===== config.mk =====
export PLATFORM = sky130hd
export DESIGN_NAME = writeback_unit
export DESIGN_NICKNAME = d
export VERILOG_FILES = /design/src/rtl/writeback_unit_pkg.sv /design/src/rtl/writeback_unit_fifo.sv /design/src/rtl/writeback_unit.sv
export SDC_FILE = /design/constraint.sdc
export NUM_CORES = 1
export LEC_CHECK = 0
export BUFFER_PORTS_ARGS = -buffer_cell sky130_fd_sc_hd__buf_2
export CORE_UTILIZATION = 40
export CTS_CLUSTER_SIZE = 20
export DETAILED_ROUTE_END_ITERATION = 12
export GPL_TIMING_DRIVEN = 0
export SETUP_SLACK_MARGIN = 0.5
export SLEW_MARGIN = 10
export SYNTH_ARGS = -nofsm -noshare
export SYNTH_HDL_FRONTEND = slang
export SYNTH_SLANG_ARGS = --single-unit

===== constraint.sdc =====
create_clock -name clk -period 7.06 [get_ports clk]
set_input_delay 1.765 -clock clk [delete_from_list [all_inputs] [get_ports clk]]
set_output_delay 1.765 -clock clk [all_outputs]
set_load 0.05 [all_outputs]

===== src/rtl/writeback_unit_pkg.sv =====
// Shared constants and the result-queue entry layout for the writeback unit.
package writeback_unit_pkg;

   localparam int unsigned WORDSIZE    = 64;
   localparam int unsigned REGADDRSIZE = 5;
   localparam int unsigned NUMREGS     = 2 ** REGADDRSIZE;
   localparam logic [REGADDRSIZE-1:0] XZR = REGADDRSIZE'(31);

   localparam int unsigned WB_DEPTH = 4;
   localparam int unsigned WB_CNTW  = 2;

   typedef struct packed {
      logic [REGADDRSIZE-1:0] rd;
      logic [WORDSIZE-1:0]    data;
   } wb_entry_t;

endpackage


===== src/rtl/writeback_unit_fifo.sv =====
// Result queue: DEPTH-entry sync FIFO with two ordered push ports and one pop port.
module wb_fifo
   import writeback_unit_pkg::*;
#(
   parameter int unsigned DEPTH = WB_DEPTH
) (
   input  logic                     clk,
   input  logic                     reset,
   input  logic                     push0,
   input  wb_entry_t                din0,
   input  logic                     push1,
   input  wb_entry_t                din1,
   input  logic                     pop,
   output wb_entry_t                head,
   output logic                     empty,
   output logic [$clog2(DEPTH):0]   occupancy
);

   localparam int unsigned PTRW = $clog2(DEPTH);
   localparam int unsigned OCCW = PTRW + 1;

   wb_entry_t        mem [DEPTH];
   logic [PTRW-1:0]  wptr;
   logic [PTRW-1:0]  rptr;
   logic [PTRW-1:0]  wptr1;
   logic [OCCW-1:0]  occ;
   logic             do_pop;

   assign empty     = (occ == '0);
   assign occupancy = occ;
   assign do_pop    = pop && !empty;
   // The second port lands just behind the first when both push.
   assign wptr1     = wptr + PTRW'(push0);
   assign head      = empty ? '0 : mem[rptr];

   always_ff @(posedge clk) begin
      if (reset) begin
         wptr <= '0;
         rptr <= '0;
         occ  <= '0;
      end else begin
         wptr <= wptr + PTRW'(push0) + PTRW'(push1);
         if (do_pop) rptr <= rptr + PTRW'(1);
         occ  <= occ + OCCW'(push0) + OCCW'(push1) - OCCW'(do_pop);
      end
   end

   always_ff @(posedge clk) begin
      if (push0) mem[wptr]  <= din0;
      if (push1) mem[wptr1] <= din1;
   end

endmodule


===== src/rtl/writeback_unit.sv =====
// Register-file write master: queues ALU/load results, drains one write per cycle,
// and tracks pending writes per register for decode hazard checks.
module writeback_unit
   import writeback_unit_pkg::*;
#(
   parameter int unsigned DEPTH = WB_DEPTH,
   parameter int unsigned CNTW  = WB_CNTW
) (
   input  logic                   clk,
   input  logic                   reset,
   input  logic                   claim,
   input  logic [REGADDRSIZE-1:0] claim_rd,
   output logic                   claim_ok,
   input  logic [REGADDRSIZE-1:0] qn,
   input  logic [REGADDRSIZE-1:0] qm,
   output logic                   busy_n,
   output logic                   busy_m,
   input  logic                   alu_valid,
   input  logic [REGADDRSIZE-1:0] alu_rd,
   input  logic [WORDSIZE-1:0]    alu_data,
   output logic                   alu_ready,
   input  logic                   ld_valid,
   input  logic [REGADDRSIZE-1:0] ld_rd,
   input  logic [WORDSIZE-1:0]    ld_data,
   output logic                   ld_ready,
   output logic [REGADDRSIZE-1:0] rf_rd,
   output logic [WORDSIZE-1:0]    rf_in,
   output logic                   rf_wren
);

   localparam int unsigned OCCW = $clog2(DEPTH) + 1;
   localparam logic [CNTW-1:0] CNT_MAX = '1;

   logic [OCCW-1:0]    occupancy;
   logic [OCCW-1:0]    free;
   logic               fifo_empty;
   wb_entry_t          head;
   wb_entry_t          ld_entry;
   wb_entry_t          alu_entry;
   logic               ld_push;
   logic               alu_push;
   logic               pop;
   logic               claim_inc;
   logic               pop_dec;
   logic [NUMREGS-1:0] inc_vec;
   logic [NUMREGS-1:0] dec_vec;
   logic [CNTW-1:0]    count [NUMREGS];

   // Load has priority for the last free slot; readiness never looks at alu_valid.
   assign free      = OCCW'(DEPTH) - occupancy;
   assign ld_ready  = (free >= OCCW'(1));
   assign alu_ready = (free >= (OCCW'(1) + OCCW'(ld_valid)));

   assign ld_push   = ld_valid  && ld_ready  && (ld_rd  != XZR);
   assign alu_push  = alu_valid && alu_ready && (alu_rd != XZR);
   assign ld_entry  = '{rd: ld_rd,  data: ld_data};
   assign alu_entry = '{rd: alu_rd, data: alu_data};

   wb_fifo #(
      .DEPTH (DEPTH)
   ) u_fifo (
      .clk       (clk),
      .reset     (reset),
      .push0     (ld_push),
      .din0      (ld_entry),
      .push1     (alu_push),
      .din1      (alu_entry),
      .pop       (pop),
      .head      (head),
      .empty     (fifo_empty),
      .occupancy (occupancy)
   );

   assign pop     = !fifo_empty;
   assign rf_wren = pop;
   assign rf_rd   = head.rd;
   assign rf_in   = head.data;

   assign claim_ok  = (claim_rd == XZR) || (count[claim_rd] != CNT_MAX);
   assign claim_inc = claim && claim_ok && (claim_rd != XZR);
   // A pop against an already-zero counter leaves it at zero.
   assign pop_dec   = pop && (count[head.rd] != '0);
   assign busy_n    = (qn != XZR) && (count[qn] != '0);
   assign busy_m    = (qm != XZR) && (count[qm] != '0);

   always_comb begin
      inc_vec = '0;
      dec_vec = '0;
      if (claim_inc) inc_vec[claim_rd] = 1'b1;
      if (pop_dec)   dec_vec[head.rd]  = 1'b1;
   end

   always_ff @(posedge clk) begin
      for (int r = 0; r < int'(NUMREGS); r++) begin
         if (reset)                       count[r] <= '0;
         else if (inc_vec[r] && !dec_vec[r]) count[r] <= count[r] + CNTW'(1);
         else if (dec_vec[r] && !inc_vec[r]) count[r] <= count[r] - CNTW'(1);
      end
   end

   // Producer wrote a register nobody reserved.
   always_ff @(posedge clk) begin
      if (!reset && pop) begin
         assert (count[head.rd] != '0)
            else $error("writeback_unit: write to unreserved register %0d", head.rd);
      end
   end

endmodule


==> out/metrics.csv <==
stage,metric,value,unit
layout,most frequent cells in the layout,"340 x edfxtp_1, 282 x mux2_2, 240 x buf_2",
worst_setup_path,Critical Path Start Type,input port,
synth,Post-Synth XOR/XNOR Area,0.03029,
sta,Final Skew,0.02364,ns
sta,Slew Limit Fails,0,
synth,"Seq/Total Area, Yosys",0.5207,
layout,post-route cell area,0.02364,mm²
clocking,H-tree level count,2,
placed_design,I/O Buffers,227,
layout,Multi-input gate area,0.009168,mm²
placed_design,Detail Placement HPWL,42990,µm
sta,Final setup viols,0,
synth,"Distinct cells, synth",50,
synth,"Cell Area, Synth",0.01995,mm²
clocking,clk slew on worst S/H paths,0.05,ns
global_route,initial antenna violation count,25,
clocking,# clock sinks,349,
worst_setup_path,Setup crit end kind,primary output,
synth,Synth warnings,0,
worst_setup_path,Crit Path Class,in2out,
global_route,largest net degree at the start of global routing,24,
global_route,GRT Total Usage,0.2399,
drt,Remaining DRCs,0,
worst_setup_path,Worst EP required,5.30,ns
die,num rows,81,
die,Die X,225.4,µm
placed_design,RePlAce Congestion,0.9535,
clocking,clk buf depth,3,
clocking,CTS tree,built,
drt,via count,13942,
clocking,Clock Tree Root,clkbuf_16,
status,status,finished clean,
synth,Async SR Flop Fraction,0,
job,Max-Cap Viols,0,
min_path,Hold Crit Class,reg2reg,
die,initial core utilization,0.4068,
global_route,vias in the first global route,13971,
die,Die Ht,225.4,µm
synth,Seq cells post-synth,349,
power,VDD IR-drop max,264.8,µV
die,Die Footprint,0.05078,mm²
sta,period utilization,0.8392,
clocking,Post-CTS Setup Bufs,0,
synth,complex-gate fraction of the synthesized area,0.03919,
sta,RSZ-0062 raised after global routing,false,
sta,relative slew slack,0.1806,
synth,post-synthesis mux area share,0.2759,
clocking,CTS buffer count,40,
layout,layout cell share with drive strength beyond 1,0.3929,
clocking,hold buffers post-CTS,0,
worst_setup_path,worst-path maximum fanout,10,
synth,synthesized net count,1627,
power,PwrDens,485.6,mW/mm²
drt,first-pass iteration count of the detailed router,5,
layout,"most common cell after layout, fill and taps aside",edfxtp_1,
power,Leak Pwr,7.969,nW
layout,Post-Layout Cell Count,2449,
synth,top_reg_cell synth,edfxtp_1,
placed_design,placed insts,2365,
sta,Hold WS,0.5311,ns
synth,synthesized area per cell,13.68,µm²
drt,Routed WL per cell,25.01,µm
power,Final Power,11.48,mW
synth,Post-synth EDFFs,340,
die,total core area,0.04905,mm²
clocking,Clock Latency Late Sink,0.58,ns
layout,area grow syn2layout,18.48,%
layout,Final nets,1911,
die,Ports,233,
drt,via-per-instance ratio,5.693,
worst_setup_path,Critical Path AT,4.16,ns
drt,antenna-violating nets left,0,
drt,drt total wl,61240,µm
layout,Register Area,0.01039,mm²
placed_design,"Cell Area, Placed",0.02233,mm²
global_route,first-pass GRT wire length,89290,µm
synth,simple-gate share of the synthesized area,0.1043,
sta,fin crit period,5.925,ns
layout,# fillers,4433,
sta,Max Clock Freq,168.8,MHz
drt,1st-iter DRT viols,1192,
sta,Hold Fails Final Rpt,0,
synth,main combinational cell family by area after synthesis,multiplexers,
synth,adder-cell share of the synthesized area,0.007023,
clocking,post-cts resize count,0,
layout,Final Util,0.4820,
synth,Synth Instances,1459,
sta,Tightest Pin Transition,1.229,ns
global_route,remaining global-route overflow,0,
layout make-up:
| type | count | share of cell area |
|---|---|---|
| flip-flops and latches | 349 | 0.4395 |
| multi-input cells | 998 | 0.3878 |
| repair buffers | 242 | 0.06340 |
| clock buffers | 52 | 0.04424 |
| well taps | 664 | 0.03514 |
| plain buffers | 99 | 0.01704 |
| clock inverters | 21 | 0.009685 |
| inverters | 13 | 0.002064 |
| diodes | 11 | 0.001164 |
flip-flops by register name, indices dropped and copies added (netlist names), named ones only:
register          flops
u_fifo.mem          276
u_fifo.rptr           2
count                64
u_fifo.wptr           2
u_fifo.occupancy      3
Yosys cell counts (3+ instances only):
master | n | area (µm²)
a211oi_1 | 6 | 45.04
a21oi_1 | 73 | 365.4
a221oi_1 | 3 | 26.28
a22oi_1 | 12 | 90.09
and2_1 | 69 | 431.7
and3_1 | 4 | 25.02
and3b_1 | 3 | 26.28
buf_1 | 12 | 45.04
buf_2 | 13 | 65.06
clkbuf_1 | 72 | 270.3
dfxtp_1 | 9 | 180.2
edfxtp_1 | 340 | 10210
ha_1 | 8 | 100.1
inv_1 | 12 | 45.04
mux2_2 | 282 | 3176
mux2i_1 | 19 | 190.2
mux4_2 | 95 | 2140
nand2_1 | 57 | 214.0
nand2b_1 | 38 | 237.7
nand3_1 | 6 | 30.03
nand3b_1 | 23 | 172.7
nand4_1 | 3 | 18.77
nor2_1 | 84 | 315.3
nor2b_1 | 6 | 37.54
nor3_1 | 65 | 325.3
nor3b_1 | 3 | 22.52
nor4_1 | 3 | 18.77
o211ai_1 | 4 | 30.03
o21ai_0 | 11 | 55.05
o21bai_1 | 3 | 22.52
o221ai_1 | 6 | 52.55
o22ai_1 | 3 | 18.77
or2_2 | 3 | 18.77
or3_1 | 11 | 68.82
or4_1 | 11 | 82.58
xnor2_1 | 45 | 394.1
xor2_1 | 24 | 210.2
through the flow:
stage          worst slack (ns)  TNS [ns]
2_1_floorplan            0.2773         0
3_3_place_gp             -2.726   -693.38
5_1_grt                   1.106         0
4_1_cts                   1.229         0
6_report                  1.135         0
3_5_place_dp              1.072         0
report_power, final:
group / switching [mW] / total, mW / internal (mW)
Clock: 0.872 / 2.04 / 1.17
Sequential: 0.205 / 3.36 / 3.15
Combinational: 4.00 / 6.08 / 2.08
Total: 5.08 / 11.5 / 6.40
path summary, 6_finish.rpt:
check                            from                end  slack (ns)  cells past startpoint
setup / recovery                qn[1]             busy_n        1.14                      6
hold / removal         u_fifo.rptr[1]          flip-flop        0.53                      2
setup reg to reg  u_fifo.occupancy[0]  u_fifo.mem[1][15]        2.39                     12
hold reg to reg        u_fifo.rptr[1]          flip-flop        0.53                      2
critical path, stage by stage:
cell	delay [ns]
clkbuf_1	0.41
clkbuf_1	0.56
o21ai_0	0.24
mux4_2	0.50
mux4_2	0.46
buf_2	0.22
cell families (layout without fill, tap and decap cells):
| group | Yosys count | in the layout |
|---|---|---|
| compound gates | 130 | 130 |
| xor+xnor | 69 | 69 |
| fa+ha+maj | 10 | 10 |
| buf+inv | 112 | 427 |
| flops | 349 | 349 |
| mux | 396 | 396 |
| other cells | 0 | 11 |
| simple gates | 393 | 393 |
per-layer routing:
layer,up-vias,global-route usage,share of wire
li1,6224,-,-
met1,6978,0.3020,0.40
met2,584,0.4043,0.49
met3,126,0.06128,0.085
met4,30,0.07329,0.022
met5,-,0,0.0032
(Power assumes the default switching activity.)
